**src/rtl/sht40_i2c_pkg.sv**
```systemverilog
// sht40_i2c_pkg: shared FSM states, default address and CRC-8 constants for the SHT40 I2C target.
package sht40_i2c_pkg;
   typedef enum logic [2:0] {
      S_IDLE, S_ADDR, S_ADDR_ACK, S_CMD, S_CMD_ACK, S_TX, S_TX_ACK, S_WAIT_STOP
   } state_t;
   localparam logic [6:0] DEF_TGT_ADDR = 7'h44;
   localparam logic [7:0] CRC_POLY     = 8'h31;
   localparam logic [7:0] CRC_INIT     = 8'hFF;
   function automatic logic [7:0] crc8_next(input logic [7:0] crc, input logic [7:0] data);
      logic [7:0] c;
      c = crc ^ data;
      for (int i = 0; i < 8; i++) c = c[7] ? ({c[6:0], 1'b0} ^ CRC_POLY) : {c[6:0], 1'b0};
      return c;
   endfunction
endpackage

```
**src/rtl/sht40_crc8.sv**
```systemverilog
// sht40_crc8: bytewise CRC-8 (poly 0x31, init 0xFF) with a running register; only built with SHT40_TGT_CRC_EN.
module sht40_crc8
   import sht40_i2c_pkg::*;
(
   input  logic       clk,
   input  logic       rst_n,
   input  logic       i_clear,
   input  logic       i_update,
   input  logic [7:0] i_byte,
   output logic [7:0] o_crc
);
   logic [7:0] r_crc;
   always_ff @(posedge clk or negedge rst_n) begin
      if (!rst_n) r_crc <= CRC_INIT;
      else if (i_clear) r_crc <= CRC_INIT;
      else if (i_update) r_crc <= crc8_next(r_crc, i_byte);
   end
   assign o_crc = r_crc;
endmodule

```
**src/rtl/sht40_i2c_target.sv**
```systemverilog
// sht40_i2c_target: SHT40-style I2C target; accepts command bytes, returns resp_data on reads.
// Optional feature: define SHT40_TGT_CRC_EN to replace bytes 2 and 5 with CRC-8 of the preceding pair.
module sht40_i2c_target
   import sht40_i2c_pkg::*;
#(
   parameter logic [6:0] TGT_ADDR   = DEF_TGT_ADDR,
   parameter int          RESP_BYTES = 6
) (
   input  logic        clk,
   input  logic        rst_n,
   input  logic        scl_in,
   input  logic        sda_in,
   output logic        sda_oe,
   input  logic [47:0] resp_data,
   output logic [7:0]  cmd_byte,
   output logic        cmd_valid,
   output logic        busy
);
   localparam logic [2:0] LAST_IDX = 3'(RESP_BYTES - 1);
   state_t      r_state, w_nx;
   logic [1:0]  r_scl_s, r_sda_s;
   logic        r_scl_d, r_sda_d;
   logic        w_scl, w_sda, w_scl_rise, w_scl_fall, w_start, w_stop;
   logic [2:0]  r_cnt, r_idx, w_ld_idx;
   logic [6:0]  r_shift, r_tx;
   logic [7:0]  w_byte, w_load, r_cmd;
   logic [7:0]  w_resp_b [6];
   logic [47:0] r_resp;
   logic        r_rw, r_ack, r_sda_oe, r_cmd_valid, r_busy, w_load_en;
   assign w_scl      = r_scl_s[1];
   assign w_sda      = r_sda_s[1];
   assign w_scl_rise = w_scl & ~r_scl_d;
   assign w_scl_fall = ~w_scl & r_scl_d;
   assign w_start    = w_scl & r_scl_d & r_sda_d & ~w_sda;
   assign w_stop     = w_scl & r_scl_d & ~r_sda_d & w_sda;
   assign w_byte     = {r_shift, w_sda};
   assign w_ld_idx   = (r_state == S_ADDR_ACK) ? 3'd0 : r_idx + 3'd1;
   assign w_load_en  = w_scl_fall & r_ack & (((r_state == S_ADDR_ACK) & r_rw) | (r_state == S_TX_ACK));
   always_comb begin
      for (int k = 0; k < 6; k++) w_resp_b[k] = r_resp[47 - 8*k -: 8];
   end
`ifdef SHT40_TGT_CRC_EN
   logic [7:0] w_crc;
   logic       w_crc_slot;
   assign w_crc_slot = (w_ld_idx == 3'd2) | (w_ld_idx == 3'd5);
   assign w_load     = w_crc_slot ? w_crc : w_resp_b[w_ld_idx];
   sht40_crc8 u_crc (
      .clk      (clk),
      .rst_n    (rst_n),
      .i_clear  (w_start | (w_load_en & w_crc_slot)),
      .i_update (w_load_en & ~w_crc_slot),
      .i_byte   (w_resp_b[w_ld_idx]),
      .o_crc    (w_crc)
   );
`else
   assign w_load = w_resp_b[w_ld_idx];
`endif
   always_ff @(posedge clk or negedge rst_n) begin
      if (!rst_n) r_state <= S_IDLE;
      else r_state <= w_nx;
   end
   always_comb begin
      w_nx = r_state;
      if (w_stop) w_nx = S_IDLE;
      else if (w_start) w_nx = S_ADDR;
      else case (r_state)
         S_ADDR:     if (w_scl_rise && r_cnt == 3'd7) w_nx = (w_byte[7:1] == TGT_ADDR) ? S_ADDR_ACK : S_WAIT_STOP;
         S_ADDR_ACK: if (w_scl_fall && r_ack) w_nx = r_rw ? S_TX : S_CMD;
         S_CMD:      if (w_scl_rise && r_cnt == 3'd7) w_nx = S_CMD_ACK;
         S_CMD_ACK:  if (w_scl_fall && r_ack) w_nx = S_CMD;
         S_TX:       if (w_scl_fall && r_cnt == 3'd7) w_nx = S_TX_ACK;
         S_TX_ACK:   if (w_scl_rise && (w_sda || r_idx == LAST_IDX)) w_nx = S_WAIT_STOP;
                     else if (w_load_en) w_nx = S_TX;
         default:    ;
      endcase
   end
   always_ff @(posedge clk or negedge rst_n) begin
      if (!rst_n) begin
         r_scl_s     <= 2'b11;
         r_sda_s     <= 2'b11;
         r_scl_d     <= 1'b1;
         r_sda_d     <= 1'b1;
         r_cnt       <= '0;
         r_idx       <= '0;
         r_shift     <= '0;
         r_tx        <= '0;
         r_resp      <= '0;
         r_cmd       <= '0;
         r_rw        <= 1'b0;
         r_ack       <= 1'b0;
         r_sda_oe    <= 1'b0;
         r_cmd_valid <= 1'b0;
         r_busy      <= 1'b0;
      end else begin
         r_scl_s     <= {r_scl_s[0], scl_in};
         r_sda_s     <= {r_sda_s[0], sda_in};
         r_scl_d     <= w_scl;
         r_sda_d     <= w_sda;
         r_cmd_valid <= 1'b0;
         if (w_start || w_stop) begin
            r_cnt    <= '0;
            r_ack    <= 1'b0;
            r_sda_oe <= 1'b0;
            r_busy   <= 1'b0;
         end else case (r_state)
            S_ADDR, S_CMD: if (w_scl_rise) begin
               r_shift <= w_byte[6:0];
               r_cnt   <= r_cnt + 3'd1;
               r_ack   <= 1'b0;
               if (r_cnt == 3'd7 && r_state == S_CMD) begin
                  r_cmd       <= w_byte;
                  r_cmd_valid <= 1'b1;
               end
               if (w_nx == S_ADDR_ACK) begin
                  r_rw   <= w_sda;
                  r_busy <= 1'b1;
                  r_resp <= resp_data;
               end
            end
            S_ADDR_ACK, S_CMD_ACK, S_TX_ACK: begin
               if (r_state == S_TX_ACK && w_scl_rise) r_ack <= ~w_sda;
               else if (w_scl_fall && r_state != S_TX_ACK) begin
                  r_ack    <= 1'b1;
                  r_sda_oe <= ~r_ack;
               end
               // A load starts the next byte: MSB goes straight onto the bus
               if (w_load_en) begin
                  r_idx    <= w_ld_idx;
                  r_tx     <= w_load[6:0];
                  r_sda_oe <= ~w_load[7];
                  r_cnt    <= '0;
               end
            end
            S_TX: if (w_scl_fall) begin
               r_cnt    <= r_cnt + 3'd1;
               r_tx     <= {r_tx[5:0], 1'b1};
               r_sda_oe <= (r_cnt == 3'd7) ? 1'b0 : ~r_tx[6];
               if (r_cnt == 3'd7) r_ack <= 1'b0;
            end
            default: r_sda_oe <= 1'b0;
         endcase
      end
   end
   assign sda_oe    = r_sda_oe;
   assign cmd_byte  = r_cmd;
   assign cmd_valid = r_cmd_valid;
   assign busy      = r_busy;
endmodule

```
**config.mk**
```make
export PLATFORM = sky130hd
export DESIGN_NAME = sht40_i2c_target
export DESIGN_NICKNAME = d
export VERILOG_FILES = /design/src/rtl/sht40_i2c_pkg.sv /design/src/rtl/sht40_crc8.sv /design/src/rtl/sht40_i2c_target.sv
export SDC_FILE = /design/constraint.sdc
export NUM_CORES = 1
export LEC_CHECK = 0
export CAP_MARGIN = 20
export CORE_MARGIN = 2
export CORE_UTILIZATION = 39
export DETAILED_ROUTE_END_ITERATION = 6
export PLACE_DENSITY_LB_ADDON = 0.25
export SETUP_SLACK_MARGIN = 0.1
export SLEW_MARGIN = 20
export SYNTH_ARGS = -nofsm -noshare
export SYNTH_HDL_FRONTEND = slang
export SYNTH_SLANG_ARGS = --single-unit
export TNS_END_PERCENT = 20
```
**constraint.sdc**
```tcl
create_clock -name clk -period 2.49 [get_ports clk]
set_clock_uncertainty 0.05 [all_clocks]
set_input_delay 0.498 -clock clk [delete_from_list [all_inputs] [get_ports clk]]
set_output_delay 0.498 -clock clk [all_outputs]
set_load 0.01 [all_outputs]
```
### Word level (Yosys, flattened, before mapping)

Cells that the tools add are included.

| cells by class | value |
|---|---|
| add/subtract/negate cells | 2 |
| multipliers | 0 |
| divide/modulo/power cells | 0 |
| magnitude comparators | 1 |
| eq/ne operators | 21 |
| shift operators | 0 |
| multiplexer cells | 46 |
| bitwise logic cells | 20 |
| reductions and logical operators | 25 |

Operators with widths:

| kind | number |
|---|---|
| $mux 3 | 16 |
| $bmux 8 s3 | 1 |
| $mux 1 | 20 |
| $reduce_and 4->1 | 5 |
| $pmux 3 s6 | 1 |
| $mux 8 | 2 |
| $eq 3x3->1 const B | 5 |
| $ne 3x3->1 const B | 5 |
| $mux 7 | 2 |
| $pmux 7 s2 | 1 |
| $ne 4x4->1 const B | 3 |
| $and 1x1->1 | 10 |
| $eq 3x2->1 const B | 3 |
| $pmux 3 s3 | 1 |
| $reduce_and 3->1 | 3 |
| $not 1->1 | 8 |
| $reduce_bool 2->1 | 4 |
| $eq 7x7->1 const B | 1 |
| $logic_and 1x1->1 | 7 |
| $add 3x1->3 const B | 2 |
| $ne 2x2->1 const B | 3 |
| $pmux 1 s3 | 2 |
| $reduce_and 5->1 | 1 |
| $ge 4x4->1 const B | 1 |
| 7 further kinds | 8 |

| storage, ports and cells | value |
|---|---|
| register bits | 90 |
| latch bits | 0 |
| RAM bits | 0 |
| memory bits (read-only) | 0 |
| bits of input ports | 52 |
| output and inout bits | 11 |
| word-level logic and storage cells | 131 |
| memories kept | 0 |

### Longest topological paths before layout

Gate-level depths: netlist (run 1).

| depth | value |
|---|---|
| depth after elaboration | 14 |
| depth in mapped cells | 9 |
| depth with buffers taken out | 7 |

### Worst setup path before layout (run 1)

Ideal clock, no wire load.

| timing | value |
|---|---|
| kind | flip-flop to flip-flop |
| start | register r_cnt[0] |
| end | register r_resp[10] |
| setup time | 0.125 ns |
| arrival time | 2.204 ns |
| required time | 2.315 ns |
| path slack | 0.111 ns |
| stages on the path, launching flop included | 10 |
| buffers on the path | 2 |
| period minus slack after synthesis | 2.379 ns |
| cell sequence | dfrtp_1 ha_1 ha_1 clkbuf_1 nor2b_1 a221o_1 o211ai_1 a211oi_4 buf_6 mux2_2 |

| on the way | value |
|---|---|
| cells in the longest elaborated chain, start to end | 8 |
| elaborated cells between the ends (all ways) | 11 |
| those cells by class | eq/ne: 2; mux: 6; reduce/logical: 3 |

Ends and longest elaborated chain:

| item | RTL line | source |
|---|---|---|
| start: declaration | sht40_i2c_target.sv:24 | `logic [2:0] r_cnt, r_idx, w_ld_idx;` |
| start signal: assignment | sht40_i2c_target.sv:108 | `r_cnt <= r_cnt + 3'd1;` |
| start signal: assignment | sht40_i2c_target.sv:135 | `r_cnt <= r_cnt + 3'd1;` |
| $eq 3x3->1 * | sht40_i2c_target.sv:67, sht40_i2c_target.sv:69, sht40_i2c_target.sv:71 |  |
| $logic_and 1x1->1, on equally long branches | sht40_i2c_target.sv:71, sht40_i2c_target.sv:67, sht40_i2c_target.sv:69 |  |
| $mux 3, on equally long branches | sht40_i2c_target.sv:71, sht40_i2c_target.sv:67, sht40_i2c_target.sv:69 |  |
| $pmux 3 s6 * | sht40_i2c_target.sv:66 | `else case (r_state)` |
| $mux 3 * | sht40_i2c_target.sv:65 | `else if (w_start) w_nx = S_ADDR;` |
| $mux 3 * | sht40_i2c_target.sv:64 | `if (w_stop) w_nx = S_IDLE;` |
| $eq 3x2->1 * | sht40_i2c_target.sv:114 | `if (w_nx == S_ADDR_ACK) begin` |
| $reduce_and 4->1 (no source line) * | - |  |
| end signal: assignment | sht40_i2c_target.sv:117 | `r_resp <= resp_data;` |
| end: declaration | sht40_i2c_target.sv:28 | `logic [47:0] r_resp;` |

Every way passes the cells marked *; elsewhere a longest branch is shown, timed or not.
A chain may end at the register's enable or synchronous reset.

### Final worst setup path (run 1)

| timing | value |
|---|---|
| start | register r_cnt[0] |
| end | register r_resp[34] |

Same word-level chain as after synthesis.

==> impl_metrics.env, run 1 <==
export IMPL_run_status="finished clean"
export IMPL_cp_end_kind="flip-flop"
export IMPL_max_freq_ghz=0.415
export IMPL_setup_viol=0
export IMPL_portBuffers=62
export IMPL_r2r_start="r_cnt[0]$_DFFE_PN0P_"
export IMPL_timing_hold_ws_ns=0.0892
export IMPL_area_growth_syn_to_layout_pct=29.2
export IMPL_drt_wl_total_um=9340
export IMPL_fin_crit_ns=2.41
export IMPL_reg2reg_depth=10
export IMPL_grt_antenna_before_repair=0
export IMPL_rrSetupSlack_ns=0.08
export IMPL_syn_inst=351
export IMPL_ff_latch_area_sq_mm=0.00226
export IMPL_startpoint_type="flip-flop"
export IMPL_clock_latency_ns=0.36
export IMPL_vias=3041
export IMPL_required_ns=2.69
export IMPL_rows=38
export IMPL_vias_per_cell=5.23
export IMPL_dpl_worst_slack_ns=-0.0381
export IMPL_cp_arrival_ns=2.61
export IMPL_track_usage=0.169
export IMPL_fin_crit_sh=0.969
export IMPL_internal_power_mw=3.66
export IMPL_dp_hpwl_um=6490
export IMPL_cts_tree="yes"
export IMPL_die_h_um=109
export IMPL_combPwrFrac=0.381
export IMPL_rsz0062_at_grt="yes"
export IMPL_syn_area_sq_mm=0.00433
export IMPL_ctsHoldBuffers=0
export IMPL_synth_fp_nets=407
export IMPL_p_sw_frac=0.328
export IMPL_r2r_end="r_resp[34]$_DFFE_PN0P_"
export IMPL_antenna_cells=0
export IMPL_firstDrtPassIters=4
export IMPL_die_area_sq_mm=0.0119
export IMPL_path_max_fanout=13
export IMPL_grt_start_max_net_pins=47
export IMPL_dp_cells=555
export IMPL_peakVddDrop_v=0.000499
export IMPL_path_clk_slew_ns=0.09
export IMPL_remaining_drc_errors=0
export IMPL_netlist_area_leader_share=0.486
export IMPL_initial_core_util=0.399
export IMPL_die_w_um=109
export IMPL_place_congestion=0.857
export IMPL_relSlewSlack=0.592
export IMPL_tightest_slew_ns=0.604
export IMPL_yosysTopAreaCell="dfrtp_1"
export IMPL_drv_cap=0
export IMPL_async_reset_ff_frac=1.00
export IMPL_setup_tns_ns=0
export IMPL_fin_nets=493
export IMPL_grt_pass1_wl_um=15400
export IMPL_drtIter0Drc=118
export IMPL_synthFlopType="dfrtp_1"
export IMPL_htreeDepth=3
export IMPL_path_class="flip-flop to flip-flop"
export IMPL_p_leak_nw=2.45
export IMPL_n_fill_cell=976
export IMPL_ys_top_cells_by_area="dfrtp_1 49%, mux2_2 18%, dfstp_2 3.6%"
export IMPL_clk_path_buf_depth=2
export IMPL_synth_enable_flop_cells=0
export IMPL_clock_sinks=90
export IMPL_grt_ovfl_total=0
export IMPL_maxSlewViolCount=0
export IMPL_setup_ws_ns=0.0783
export IMPL_layout_cells_non_filler=582
export IMPL_post_drt_wl_per_cell_um=16.0
export IMPL_num_io_pins=63
export IMPL_clockRootBuffer="clkbuf_8"
export IMPL_yosysUniqueCellTypes=53
export IMPL_worstHoldPathType="primary input to async pin"
export IMPL_ys_ff_latch=90
export IMPL_grt_pass1_vias=3200
export IMPL_syn_avg_cell_area_sq_um=12.3
export IMPL_drtAntennaViolNets=0
export IMPL_p_sw_mw=1.79
export IMPL_post_route_util=0.516
export IMPL_ys_seq_area_frac=0.522
export IMPL_power_density_mw_per_mm2=975
export IMPL_layout_drive_gt1_share=0.335
export IMPL_cts_buffers=9
export IMPL_hold_violations=0
export IMPL_pwr_share_seq=0.429
export IMPL_core_sq_mm=0.0108
export IMPL_power_frac_clock=0.189
export IMPL_ys_warn_count=0
export IMPL_multiInputGateArea_sq_mm=0.00198
cells by family after synthesis:
| logic type | synth area share |
|---|---|
| compound gates | 0.111 |
| simple gates | 0.0917 |
| mux | 0.222 |
| buf+inv | 0.0353 |
| xor+xnor | 0.00608 |
| flops | 0.522 |
| fa+ha+maj | 0.0116 |
worst max-delay path by stage:
| stage | start | to | slack [ns] | cells past startpoint |
|---|---|---|---|---|
| final | r_cnt[0]$_DFFE_PN0P_ | r_resp[34]$_DFFE_PN0P_ | 0.08 | 10 |
| after global routing | r_cnt[1]$_DFFE_PN0P_ | r_resp[34]$_DFFE_PN0P_ | -0.0004 | 10 |
| after CTS | r_cnt[0]$_DFFE_PN0P_ | r_resp[47]$_DFFE_PN0P_ | 0.07 | 9 |
| after detailed placement | r_cnt[0]$_DFFE_PN0P_ | r_resp[34]$_DFFE_PN0P_ | -0.04 | 8 |
| after global placement | r_cnt[0]$_DFFE_PN0P_ | r_resp[7]$_DFFE_PN0P_ | 0.01 | 8 |
| after floorplan | r_cnt[0]$_DFFE_PN0P_ | r_resp[10]$_DFFE_PN0P_ | 0.11 | 9 |
stage by stage:
| step | power, mW | cell area, sq um |
|---|---|---|
| 4_1_cts | 5.48 | 5530 |
| 3_3_place_gp | 4.31 | 5210 |
| 2_1_floorplan | 3.68 | 4330 |
| 5_1_grt | 5.81 | 5590 |
| 3_5_place_dp | 4.38 | 5210 |
| 6_report | 5.45 | 5590 |
layout by cell type, fill, tap and decap left out, types with 3 or more instances in the layout:
master,count
buf_4,30
o21a_1,9
a21oi_1,11
nor2_1,13
nor3_1,7
or2_2,5
o211ai_1,3
nand3b_1,4
dfrtp_1,83
mux2_1,3
dfstp_2,6
nand3_1,5
clkdlybuf4s50_1,61
o21ai_0,14
inv_1,7
nand2_1,15
o221ai_1,7
a211oi_1,3
buf_12,3
mux2_2,69
clkbuf_8,11
a221o_1,3
mux2i_1,15
nand2b_1,4
worst max-delay path: stages (launching register included):
cell and delay [ns]:
dfrtp_1 0.42, ha_4 0.18, ha_4 0.17, buf_4 0.15, a221o_1 0.31, o211ai_1 0.20
a211oi_4 0.11, buf_6 0.15, buf_4 0.13, buf_12 0.14, mux2_2 0.28
power by group through the flow:
stage                     clock, mW  sequential [mW]  combinational [mW]
final                          1.03             2.34                2.08
after global routing           1.12             2.42                2.28
after CTS                      1.06             2.33                2.09
after detailed placement          0             2.36                2.02
after global placement            0             2.34                1.97
after floorplan                   0             2.24                1.44
layer usage:
| layer | global-route usage | vias up | routed length (um) | share of wire |
|---|---|---|---|---|
| li1 | - | 1453 | - | - |
| met1 | 0.208 | 1517 | 4000 | 0.43 |
| met2 | 0.296 | 59 | 4770 | 0.51 |
| met3 | 0.0403 | 12 | 424 | 0.045 |
| met4 | 0.0479 | 0 | 140 | 0.015 |
| met5 | 0 | - | 0 | 0 |
area by class of cell:
cell class | instances | share of cell area
multi-input cells | 232 | 0.355
inverters | 7 | 0.00470
clock inverters | 3 | 0.00828
repair buffers | 97 | 0.168
clock buffers | 13 | 0.0284
well taps | 140 | 0.0313
flip-flops and latches | 90 | 0.404
registers in the layout, summed over array words and instances (netlist names), 2 cells and up:
name	flops
r_shift	7
r_scl_s	2
r_resp	48
r_state	3
r_idx	3
r_tx	7
r_cnt	3
cmd_byte	8
r_sda_s	2
what timing repair did:
action	4_1_cts	5_1_grt
pin swaps	2	4
setup buffers	5	5
hold endpoints to repair	0	0
gates cloned	1	0
setup endpoints to repair	51	59
resized for setup	10	7
cells in the mapped netlist, types with 6 or more instances:
cell type  count
dfstp_2        6
nor2_1        15
dfrtp_1       84
o21ai_0       14
nor3_1         7
o221ai_1       7
a21oi_1       11
mux2i_1       15
clkbuf_1      11
o21a_1         9
inv_1          7
nand2_1       15
mux2_2        69
(Power assumes the default switching activity.)
==> run 2, diff against run 1 <==
Settings changed: CORE_ASPECT_RATIO from default to 0.75, REMOVE_ABC_BUFFERS from default to 1.
==> run 2 against run 1 <==
  * Sequential share of layout area decreased by 0.89 points
  * Highest routed layer unchanged
  * Setup slack improved by 0.040 ns
  * Global-route usage increased by 0.68 points
  * Maximum frequency increased by 1.7%
  * Critical endpoint unchanged
  * Combinational power increased by 2%
  * Core utilization increased by 1.1 points
  * Sequential power about the same
==> impl_metrics.env, run 2 (synthesis gave the netlist of run 1 again) <==
export IMPL_run_status="finished clean"
export IMPL_grt_antenna_before_repair=0
export IMPL_max_freq_ghz=0.422
export IMPL_initial_core_util=0.398
export IMPL_path_clk_slew_ns=0.06
export IMPL_cpPeakStageDelay_ns=0.36
export IMPL_post_drt_wl_per_cell_um=17.4
export IMPL_n_fill_cell=952
export IMPL_drv_cap=0
export IMPL_maxSlewViolCount=0
export IMPL_cts_tree="yes"
export IMPL_dp_cells=552
export IMPL_antenna_cells=0
export IMPL_layout_cells_non_filler=577
export IMPL_htreeDepth=3
export IMPL_rsz0062_at_grt="yes"
export IMPL_startpoint_type="flip-flop"
export IMPL_layout_common_cells="83 x dfrtp_1, 64 x mux2_2, 61 x clkdlybuf4s50_1, 21 x buf_4"
export IMPL_drt_wl_total_um=10000
export IMPL_regMostFlops="r_resp"
export IMPL_setup_viol=0
export IMPL_dp_hpwl_um=6580
export IMPL_path_cells="ha_2, ha_4, buf_6, nand2_1, o221ai_2, o211ai_1, a211oi_4, buf_6, clkbuf_16, mux2_2"
export IMPL_clock_sinks=90
export IMPL_p_leak_nw=2.50
export IMPL_placed_area_sq_mm=0.00517
export IMPL_grt_start_max_net_pins=70
export IMPL_vias_per_cell=5.31
export IMPL_die_h_um=95.2
export IMPL_drtAntennaViolNets=0
export IMPL_timing_hold_ws_ns=0.300
export IMPL_largest_register_ffs=48
export IMPL_setup_tns_ns=0
export IMPL_relSlewSlack=0.636
export IMPL_remaining_drc_errors=0
export IMPL_track_usage=0.176
export IMPL_fin_nets=488
export IMPL_grt_pass1_wl_um=16300
export IMPL_vias=3062
export IMPL_worstHoldPathType="flip-flop to flip-flop"
export IMPL_clock_latency_ns=0.34
export IMPL_rows=33
export IMPL_drtIter0Drc=157
export IMPL_layout_drive_gt1_share=0.325
export IMPL_grt_ovfl_total=0
export IMPL_cp_arrival_ns=2.54
export IMPL_grt_pass1_vias=3221
export IMPL_place_congestion=0.870
export IMPL_path_class="flip-flop to flip-flop"
export IMPL_cts_buffers=9
export IMPL_fin_crit_ns=2.37
export IMPL_num_io_pins=63
export IMPL_portBuffers=62
export IMPL_path_max_fanout=12
export IMPL_die_area_sq_mm=0.0120
export IMPL_clk_path_buf_depth=2
export IMPL_post_route_cell_area_sq_mm=0.00572
export IMPL_tightest_slew_ns=0.544
export IMPL_clockRootBuffer="clkbuf_16"
export IMPL_final_common_cell="dfrtp_1"
export IMPL_hold_violations=0
export IMPL_required_ns=2.66
export IMPL_die_w_um=126
export IMPL_cp_end_kind="flip-flop"
export IMPL_power_density_mw_per_mm2=1010
export IMPL_firstDrtPassIters=4
export IMPL_cpMostUsedCell="buf_6"
export IMPL_core_sq_mm=0.0109
export IMPL_area_growth_syn_to_layout_pct=32.1
export IMPL_fin_crit_sh=0.952
export IMPL_critPathSlowestCell="dfrtp_1"
export IMPL_peakVddDrop_v=0.000444
## run 2: power breakdown
group,switching [mW],internal (mW)
logic,0.958,1.17
clock network,0.549,0.775
registers,0.353,2.00
## run 2: final cells by class
class	count	area (sq um)	area share
Clock buffer	11	233	0.0407
Clock inverter	5	55.1	0.00963
Inverter	7	26.3	0.00460
Multi-Input combinational cell	232	2010	0.351
Sequential cell	90	2260	0.396
Tap cell	140	175	0.0306
Timing Repair Buffer	92	957	0.167
## run 2: layer usage
layer	vias to the layer above	wire length (um)	GRT usage	share of wire
li1	1447	-	-	-
met1	1540	4900	0.243	0.49
met2	65	4640	0.273	0.46
met3	10	390	0.0488	0.039
met4	0	110	0.0481	0.011
met5	-	0	0	0
## run 2: worst paths after layout
path / startpoint / end / slack, ns / depth (start not counted)
min in group asynchronous: rst_n / r_resp[38]$_DFFE_PN0P_ / 0.54 / 2
min: r_scl_s[0]$_DFF_PN1_ / r_scl_s[1]$_DFF_PN1_ / 0.30 / 0
max: r_cnt[1]$_DFFE_PN0P_ / r_resp[34]$_DFFE_PN0P_ / 0.12 / 10
min reg2reg: r_scl_s[0]$_DFF_PN1_ / r_scl_s[1]$_DFF_PN1_ / 0.30 / 0
max in group asynchronous: rst_n / r_state[1]$_DFF_PN0_ / 1.17 / 3
max reg2reg: r_cnt[1]$_DFFE_PN0P_ / r_resp[34]$_DFFE_PN0P_ / 0.12 / 10
## run 2: what timing repair did
action | 4_1_cts | 5_1_grt
endpoints found under the hold margin | 14 | 0
gates cloned | 2 | 2
hold buffers | 1 | 0
setup endpoints to repair | 49 | 63
setup buffers | 3 | 1
resized for setup | 12 | 15
pin swaps | 2 | 6
## run 2: metrics by stage
stage / utilization / setup WS (ns) / power [mW]
CTS: 0.515 / 0.133 / 5.73
finish: 0.526 / 0.119 / 5.80
detailed placement: 0.477 / 0.0230 / 4.31
global placement: 0.477 / 0.0287 / 4.24
global route: 0.526 / 0.0448 / 6.17
floorplan: - / -0.831 / 3.62
## run 2: worst max-delay path, delay by kind of cell, from the launching register on
family | cells | cell delay (ns)
mux | 1 | 0.33
simple gates | 1 | 0.06
buf+inv | 3 | 0.51
fa+ha+maj | 2 | 0.36
flops | 1 | 0.36
compound gates | 3 | 0.59
